[src/rtl/mem_wb_skid_reg_if.sv]
// Handshake bundle between the memory-access unit (master) and the MEM/WB skid register (slave).
// Carries the upstream entry fields, the write-back head fields and the occupancy report.
interface mem_wb_skid_reg_if #(
    parameter int DATA_W     = 32,
    parameter int PC_W       = 30,
    parameter int REG_ADDR_W = 5,
    parameter int CTRL_OP_W  = 2,
    parameter int EXP_W      = 3
);
    logic                  in_valid;
    logic                  in_ready;
    logic [PC_W-1:0]       in_pc;
    logic                  in_en;
    logic                  in_br_flag;
    logic [CTRL_OP_W-1:0]  in_ctrl_op;
    logic [REG_ADDR_W-1:0] in_dst_addr;
    logic                  in_gpr_we_;
    logic [EXP_W-1:0]      in_exp_code;
    logic [DATA_W-1:0]     in_out;
    logic                  in_miss_align;

    logic                  out_valid;
    logic                  out_ready;
    logic [PC_W-1:0]       mem_pc;
    logic                  mem_en;
    logic                  mem_br_flag;
    logic [CTRL_OP_W-1:0]  mem_ctrl_op;
    logic [REG_ADDR_W-1:0] mem_dst_addr;
    logic                  mem_gpr_we_;
    logic [EXP_W-1:0]      mem_exp_code;
    logic [DATA_W-1:0]     mem_out;
    logic [1:0]            occupancy;

    modport master (
        output in_valid, in_pc, in_en, in_br_flag, in_ctrl_op, in_dst_addr,
               in_gpr_we_, in_exp_code, in_out, in_miss_align, out_ready,
        input  in_ready, out_valid, mem_pc, mem_en, mem_br_flag, mem_ctrl_op,
               mem_dst_addr, mem_gpr_we_, mem_exp_code, mem_out, occupancy
    );

    modport slave (
        input  in_valid, in_pc, in_en, in_br_flag, in_ctrl_op, in_dst_addr,
               in_gpr_we_, in_exp_code, in_out, in_miss_align, out_ready,
        output in_ready, out_valid, mem_pc, mem_en, mem_br_flag, mem_ctrl_op,
               mem_dst_addr, mem_gpr_we_, mem_exp_code, mem_out, occupancy
    );
endinterface

[src/rtl/mem_wb_skid_reg.sv]
// MEM/WB pipeline register with a two-entry skid buffer and valid/ready handshake.
// in_ready is registered, so write-back back-pressure never reaches upstream combinationally.
module mem_wb_skid_reg #(
    parameter int DATA_W          = 32,
    parameter int PC_W            = 30,
    parameter int REG_ADDR_W      = 5,
    parameter int CTRL_OP_W       = 2,
    parameter int EXP_W           = 3,
    parameter int MISS_ALIGN_CODE = 4
) (
    input  logic              clk,
    input  logic              reset,
    input  logic              flush,
    mem_wb_skid_reg_if.slave  bus
);
    typedef enum logic [1:0] {
        EMPTY = 2'd0,
        ONE   = 2'd1,
        TWO   = 2'd2
    } state_t;

    typedef struct packed {
        logic [PC_W-1:0]       pc;
        logic                  en;
        logic                  br_flag;
        logic [CTRL_OP_W-1:0]  ctrl_op;
        logic [REG_ADDR_W-1:0] dst_addr;
        logic                  gpr_we_;
        logic [EXP_W-1:0]      exp_code;
        logic [DATA_W-1:0]     out;
    } entry_t;

    function automatic entry_t bubble();
        entry_t b;
        b         = '0;
        b.gpr_we_ = 1'b1;
        return b;
    endfunction

    state_t state;
    entry_t main_q;
    entry_t skid_q;
    entry_t captured;
    logic   in_ready_q;
    logic   out_valid;
    logic   push;
    logic   pop;

    assign out_valid = (state != EMPTY);
    assign push      = bus.in_valid & in_ready_q;
    assign pop       = out_valid & bus.out_ready;

    // A misaligned access keeps pc/en/br_flag for trap handling and neutralises everything else.
    // NOTE: every field gets a value on every path of this always_comb, so no latch is inferred.
    always_comb begin
        captured.pc      = bus.in_pc;
        captured.en      = bus.in_en;
        captured.br_flag = bus.in_br_flag;
        if (bus.in_miss_align) begin
            captured.ctrl_op  = '0;
            captured.dst_addr = '0;
            captured.gpr_we_  = 1'b1;
            captured.exp_code = EXP_W'(MISS_ALIGN_CODE);
            captured.out      = '0;
        end else begin
            captured.ctrl_op  = bus.in_ctrl_op;
            captured.dst_addr = bus.in_dst_addr;
            captured.gpr_we_  = bus.in_gpr_we_;
            captured.exp_code = bus.in_exp_code;
            captured.out      = bus.in_out;
        end
    end

    // NOTE: the payload registers are reset as well, because mem_* must show the bubble out of reset.
    always_ff @(posedge clk or posedge reset) begin
        if (reset) begin
            state      <= EMPTY;
            main_q     <= bubble();
            skid_q     <= bubble();
            in_ready_q <= 1'b1;
        end else if (flush) begin
            state      <= EMPTY;
            main_q     <= bubble();
            skid_q     <= bubble();
            in_ready_q <= 1'b1;
        end else begin
            // NOTE: non-blocking assignments keep every register update based on pre-edge values.
            case (state)
                EMPTY: begin
                    if (push) begin
                        main_q <= captured;
                        state  <= ONE;
                    end
                end
                ONE: begin
                    if (push && pop) begin
                        main_q <= captured;
                    end else if (push) begin
                        skid_q     <= captured;
                        state      <= TWO;
                        in_ready_q <= 1'b0;
                    end else if (pop) begin
                        main_q <= bubble();
                        state  <= EMPTY;
                    end
                end
                TWO: begin
                    if (pop) begin
                        main_q     <= skid_q;
                        skid_q     <= bubble();
                        state      <= ONE;
                        in_ready_q <= 1'b1;
                    end
                end
                default: begin
                    state      <= EMPTY;
                    main_q     <= bubble();
                    skid_q     <= bubble();
                    in_ready_q <= 1'b1;
                end
            endcase
        end
    end

    assign bus.in_ready     = in_ready_q;
    assign bus.out_valid    = out_valid;
    assign bus.occupancy    = state;
    assign bus.mem_pc       = main_q.pc;
    assign bus.mem_en       = main_q.en;
    assign bus.mem_br_flag  = main_q.br_flag;
    assign bus.mem_ctrl_op  = main_q.ctrl_op;
    assign bus.mem_dst_addr = main_q.dst_addr;
    assign bus.mem_gpr_we_  = main_q.gpr_we_;
    assign bus.mem_exp_code = main_q.exp_code;
    assign bus.mem_out      = main_q.out;
endmodule

[src/flat_wrapper.sv]
// flat-port wrapper written by rule: the top's interface ports become plain ports
module mem_wb_skid_reg_flat 
#(
    parameter int DATA_W          = 32,
    parameter int PC_W            = 30,
    parameter int REG_ADDR_W      = 5,
    parameter int CTRL_OP_W       = 2,
    parameter int EXP_W           = 3,
    parameter int MISS_ALIGN_CODE = 4
)
  (clk, reset, flush, bus_in_valid, bus_in_pc, bus_in_en, bus_in_br_flag, bus_in_ctrl_op, bus_in_dst_addr, bus_in_gpr_we_, bus_in_exp_code, bus_in_out, bus_in_miss_align, bus_out_ready, bus_in_ready, bus_out_valid, bus_mem_pc, bus_mem_en, bus_mem_br_flag, bus_mem_ctrl_op, bus_mem_dst_addr, bus_mem_gpr_we_, bus_mem_exp_code, bus_mem_out, bus_occupancy);
  mem_wb_skid_reg_if #(.DATA_W(DATA_W), .PC_W(PC_W), .REG_ADDR_W(REG_ADDR_W), .CTRL_OP_W(CTRL_OP_W), .EXP_W(EXP_W)) bus_i ();
  input  logic clk;
  input  logic reset;
  input  logic flush;
  input wire logic [$bits(bus_i.in_valid)-1:0] bus_in_valid;
  input wire logic [$bits(bus_i.in_pc)-1:0] bus_in_pc;
  input wire logic [$bits(bus_i.in_en)-1:0] bus_in_en;
  input wire logic [$bits(bus_i.in_br_flag)-1:0] bus_in_br_flag;
  input wire logic [$bits(bus_i.in_ctrl_op)-1:0] bus_in_ctrl_op;
  input wire logic [$bits(bus_i.in_dst_addr)-1:0] bus_in_dst_addr;
  input wire logic [$bits(bus_i.in_gpr_we_)-1:0] bus_in_gpr_we_;
  input wire logic [$bits(bus_i.in_exp_code)-1:0] bus_in_exp_code;
  input wire logic [$bits(bus_i.in_out)-1:0] bus_in_out;
  input wire logic [$bits(bus_i.in_miss_align)-1:0] bus_in_miss_align;
  input wire logic [$bits(bus_i.out_ready)-1:0] bus_out_ready;
  output wire logic [$bits(bus_i.in_ready)-1:0] bus_in_ready;
  output wire logic [$bits(bus_i.out_valid)-1:0] bus_out_valid;
  output wire logic [$bits(bus_i.mem_pc)-1:0] bus_mem_pc;
  output wire logic [$bits(bus_i.mem_en)-1:0] bus_mem_en;
  output wire logic [$bits(bus_i.mem_br_flag)-1:0] bus_mem_br_flag;
  output wire logic [$bits(bus_i.mem_ctrl_op)-1:0] bus_mem_ctrl_op;
  output wire logic [$bits(bus_i.mem_dst_addr)-1:0] bus_mem_dst_addr;
  output wire logic [$bits(bus_i.mem_gpr_we_)-1:0] bus_mem_gpr_we_;
  output wire logic [$bits(bus_i.mem_exp_code)-1:0] bus_mem_exp_code;
  output wire logic [$bits(bus_i.mem_out)-1:0] bus_mem_out;
  output wire logic [$bits(bus_i.occupancy)-1:0] bus_occupancy;
  assign bus_i.in_valid = bus_in_valid;
  assign bus_i.in_pc = bus_in_pc;
  assign bus_i.in_en = bus_in_en;
  assign bus_i.in_br_flag = bus_in_br_flag;
  assign bus_i.in_ctrl_op = bus_in_ctrl_op;
  assign bus_i.in_dst_addr = bus_in_dst_addr;
  assign bus_i.in_gpr_we_ = bus_in_gpr_we_;
  assign bus_i.in_exp_code = bus_in_exp_code;
  assign bus_i.in_out = bus_in_out;
  assign bus_i.in_miss_align = bus_in_miss_align;
  assign bus_i.out_ready = bus_out_ready;
  assign bus_in_ready = bus_i.in_ready;
  assign bus_out_valid = bus_i.out_valid;
  assign bus_mem_pc = bus_i.mem_pc;
  assign bus_mem_en = bus_i.mem_en;
  assign bus_mem_br_flag = bus_i.mem_br_flag;
  assign bus_mem_ctrl_op = bus_i.mem_ctrl_op;
  assign bus_mem_dst_addr = bus_i.mem_dst_addr;
  assign bus_mem_gpr_we_ = bus_i.mem_gpr_we_;
  assign bus_mem_exp_code = bus_i.mem_exp_code;
  assign bus_mem_out = bus_i.mem_out;
  assign bus_occupancy = bus_i.occupancy;
  mem_wb_skid_reg #(.DATA_W(DATA_W), .PC_W(PC_W), .REG_ADDR_W(REG_ADDR_W), .CTRL_OP_W(CTRL_OP_W), .EXP_W(EXP_W), .MISS_ALIGN_CODE(MISS_ALIGN_CODE)) u_core (.clk(clk), .reset(reset), .flush(flush), .bus(bus_i));
endmodule
[config.mk]
export PLATFORM = sky130hd
export DESIGN_NAME = mem_wb_skid_reg_flat
export DESIGN_NICKNAME = d
export VERILOG_FILES = /design/src/rtl/mem_wb_skid_reg_if.sv /design/src/rtl/mem_wb_skid_reg.sv /design/src/flat_wrapper.sv
export SDC_FILE = /design/constraint.sdc
export NUM_CORES = 1
export LEC_CHECK = 0
export ABC_CLOCK_PERIOD_IN_PS = 10000
export BUFFER_PORTS_ARGS = -buffer_cell sky130_fd_sc_hd__buf_2
export CAP_MARGIN = 10
export CELL_PAD_IN_SITES_DETAIL_PLACEMENT = 1
export CELL_PAD_IN_SITES_GLOBAL_PLACEMENT = 2
export CORE_MARGIN = 4
export CORE_UTILIZATION = 37
export DETAILED_ROUTE_END_ITERATION = 10
export PLACE_DENSITY = 0.94
export SLEW_MARGIN = 20
export SYNTH_ARGS = -nofsm -noshare
export SYNTH_HDL_FRONTEND = slang
export SYNTH_SLANG_ARGS = --single-unit
export TNS_END_PERCENT = 30
[constraint.sdc]
create_clock -name clk -period 10 [get_ports clk]
set_input_delay 1.5 -clock clk [delete_from_list [all_inputs] [get_ports clk]]
set_output_delay 1.5 -clock clk [all_outputs]
set_load 0.05 [all_outputs]
==> impl_metrics.py <==
metrics = {
    "outcome": {
        "outcome": "finished clean",
    },
    "critical_path": {
        "end_kind": "output port",
        "crit_fanout": 79,
        "cp.arrival_ns": 2.29,
        "crit_slowest_cell": "dfrtp_4",
        "crit_path_max_incr_delay_ns": 0.85,
        "required_ns": 8.50,
        "path_class": "reg2out",
        "crit_chain": "nor2_4 -> inv_1 -> buf_2",
        "start_kind": "register",
    },
    "power_and_ir_drop": {
        "powerDensity_nw_per_um2": 179.8,
        "combinationalPowerShare": 0.185,
        "p_seq_frac": 0.437,
        "p_sw_mw": 0.4826,
        "leakage_nw": 4.000,
        "switching_share": 0.3141,
        "intPower_mw": 1.054,
        "power_mw": 1.536,
        "p_clk_frac": 0.378,
        "ir_drop_uv": 129.4,
    },
    "clocking": {
        "postCtsHoldBufs": 0,
        "clkTransAtPathRegs_ns": 0.06,
        "clock-sinks": 153,
        "cts_resized": 0,
        "tritoncts": "done",
        "cts_htree_levels": 4,
        "ctsRootBufferMaster": "clkbuf_16",
        "clockBufferDepth": 2,
        "insertion_delay_ns": 0.43,
        "cts_buffers": 17,
        "postCtsSetupBuffers": 0,
    },
    "routing": {
        "drt-total-wl_um": 21170,
        "drc": 0,
        "firstDrtPassIters": 4,
        "vias": 5872,
        "viasPerCell": 5.652,
        "postRouteAntennaNets": 0,
        "wire_per_inst_um": 20.38,
        "dr.first_iter.drc_count": 305,
    },
    "global_route": {
        "grt_util_all_layers": 0.2003,
        "grt_max_degree": 83,
        "grt_overflow": 0,
        "grt_pass1_vias": 6215,
        "grt_antenna_before_repair": 4,
        "grt_pass1_wl_um": 34930,
    },
    "sta": {
        "clock.fmax_ghz": 0.2641,
        "finalSetupTns_ns": 0,
        "finalCritPeriodShare": 0.3787,
        "slew_violations": 0,
        "relSlewSlack": 0.2889,
        "min_period_ns": 3.787,
        "finalSetupViolCount": 0,
        "rsz0062_at_grt": "false",
        "hold_viol": 0,
        "hold-worst-slack_ns": 0.4789,
        "fin_worst_skew_ns": 0.01668,
        "worstMarginPinSlew_ns": 1.067,
    },
    "floorplan": {
        "dieHeight_um": 146.6,
        "die-width_um": 146.6,
        "initial_utilization": 0.3777,
        "ios": 160,
        "row_count": 50,
        "die-area_um2": 21500,
        "core_um2": 18830,
    },
    "yosys": {
        "netlist.area_leader.share": 0.5278,
        "yosysTopAreaCell": "dfrtp_1",
        "yosysMostFrequentCell": "dfrtp_1",
        "syn-num-nets": 725,
        "synthesis.area_um2": 7112,
        "yosysSeqAreaShare": 0.5389,
        "synth_common_cells": "dfrtp_1 (150), a22o_1 (105), nand2_1 (78)",
        "syn_inst": 644,
        "yosys_warnings": 0,
        "async_flop_share": 1.000,
        "ys.flop_type": "dfrtp_1",
        "synth_area_leaders": "dfrtp_1 (53%), a22o_1 (13%), o2bb2ai_1 (5.0%)",
        "yosysUniqueCellTypes": 35,
        "synth_edf_count": 0,
        "ys_ff_latch": 153,
        "avgSynthCellArea_um2": 11.04,
    },
    "placed_design": {
        "placed_area_um2": 8010,
        "numPortBuffers": 159,
        "gp_congestion": 0.7729,
        "dp_hpwl_um": 13150,
    },
    "min_path": {
        "min_path_type": "reg2reg",
    },
    "run": {
        "drv_cap": 0,
    },
    "cells_and_area": {
        "fin_util": 0.4537,
        "area_growth_pct": 20.13,
        "fin_area_um2": 8543,
        "fillers": 2103,
        "final_layout_size_suffix_gt1_frac": 0.2686,
        "fin_nets": 847,
    },
}
-- worst max-delay path: cells and delay by family, from the launching register on --
family        cells  cell delay, ns
flops             1            0.85
simple gates      1            0.67
buf+inv           2            0.33
-- flip-flops by register name (all words and copies together), names as in the netlist, 2 cells and up --
signal,cells
u_core.bus.mem_out,32
u_core.skid_q,75
u_core.bus.mem_dst_addr,5
u_core.bus.mem_ctrl_op,2
u_core.bus.occupancy,2
u_core.bus.mem_pc,30
u_core.bus.mem_exp_code,3
-- routing by layer --
layer | wire length [um] | GRT usage
met2 | 9865 | 0.3061
met4 | 227 | 0.04986
met3 | 1328 | 0.06331
met1 | 9698 | 0.2781
met5 | 54 | 0
-- kinds of logic after synthesis --
logic type | after synthesis | share of synthesized area
AO/OA/AOI/OAI | 276 | 0.2957
flip-flops | 153 | 0.5389
AND/OR/NAND/NOR | 111 | 0.06932
buffers and inverters | 72 | 0.05102
multiplexers | 32 | 0.04504
-- final cells by class --
| cell class | count | area (um2) | area share |
|---|---|---|---|
| Clock buffer | 23 | 467.9 | 0.05477 |
| Antenna cell | 1 | 2.502 | 0.0002929 |
| Inverter | 7 | 31.28 | 0.003661 |
| Clock inverter | 8 | 48.80 | 0.005712 |
| Multi-Input combinational cell | 419 | 2963 | 0.3468 |
| Sequential cell | 153 | 3837 | 0.4492 |
| Tap cell | 260 | 325.3 | 0.03808 |
| Timing Repair Buffer | 168 | 867.1 | 0.1015 |
-- power groups by stage --
stage / Sequential, mW / Clock, mW / Combinational, mW
global route: 0.675 / 0.627 / 0.308
detailed placement: 0.681 / 0 / 0.288
global placement: 0.681 / 0 / 0.282
finish: 0.671 / 0.580 / 0.285
CTS: 0.671 / 0.594 / 0.288
floorplan: 0.759 / 0 / 0.124
-- cell usage in the layout (no fill, tap or decap), types with 2 or more instances in the layout --
cell type | synthesis | layout
a32o_1 | 2 | 2
a21oi_4 | 0 | 2
o21a_1 | 15 | 15
o21ai_0 | 61 | 61
o2bb2ai_1 | 41 | 41
nand2b_1 | 15 | 15
clkbuf_8 | 0 | 2
nand2_1 | 78 | 78
nor2_1 | 5 | 3
buf_4 | 6 | 8
nand3b_1 | 2 | 2
dfrtp_1 | 150 | 148
mux2i_1 | 32 | 32
a21oi_1 | 7 | 5
clkinv_2 | 0 | 5
buf_2 | 20 | 159
nor2_4 | 0 | 2
clkbuf_16 | 0 | 17
a22o_1 | 105 | 105
a32oi_1 | 25 | 25
clkinvlp_4 | 0 | 2
dfstp_2 | 3 | 3
nand3_1 | 3 | 3
clkbuf_1 | 31 | 4
a22oi_1 | 2 | 2
inv_1 | 5 | 4
o22ai_1 | 15 | 15
-- per-stage QoR --
| step | setup slack (ns) | cells |
|---|---|---|
| after global routing | 6.043 | 1038 |
| final | 6.213 | 1039 |
| after floorplan | 4.384 | 644 |
| after CTS | 5.780 | 1038 |
| after detailed placement | 6.280 | 1007 |
| after global placement | 6.240 | 1007 |
-- worst paths after layout --
path,start,slack (ns),depth (start not counted),endpoint
worst min register to register,u_core.bus.mem_gpr_we_,0.48,2,u_core.bus.mem_gpr_we_
worst min-delay path,u_core.bus.mem_gpr_we_,0.48,2,u_core.bus.mem_gpr_we_
min in group asynchronous,reset,1.17,2,u_core.skid_q[52]
max in group asynchronous,reset,7.63,3,u_core.bus.mem_out[13]
worst max-delay path,u_core.bus.occupancy[1],6.21,3,bus_out_valid
worst max register to register,u_core.bus.occupancy[1],6.82,5,u_core.bus.mem_exp_code[2]
Note: power is estimated with default switching activity, not from simulation.
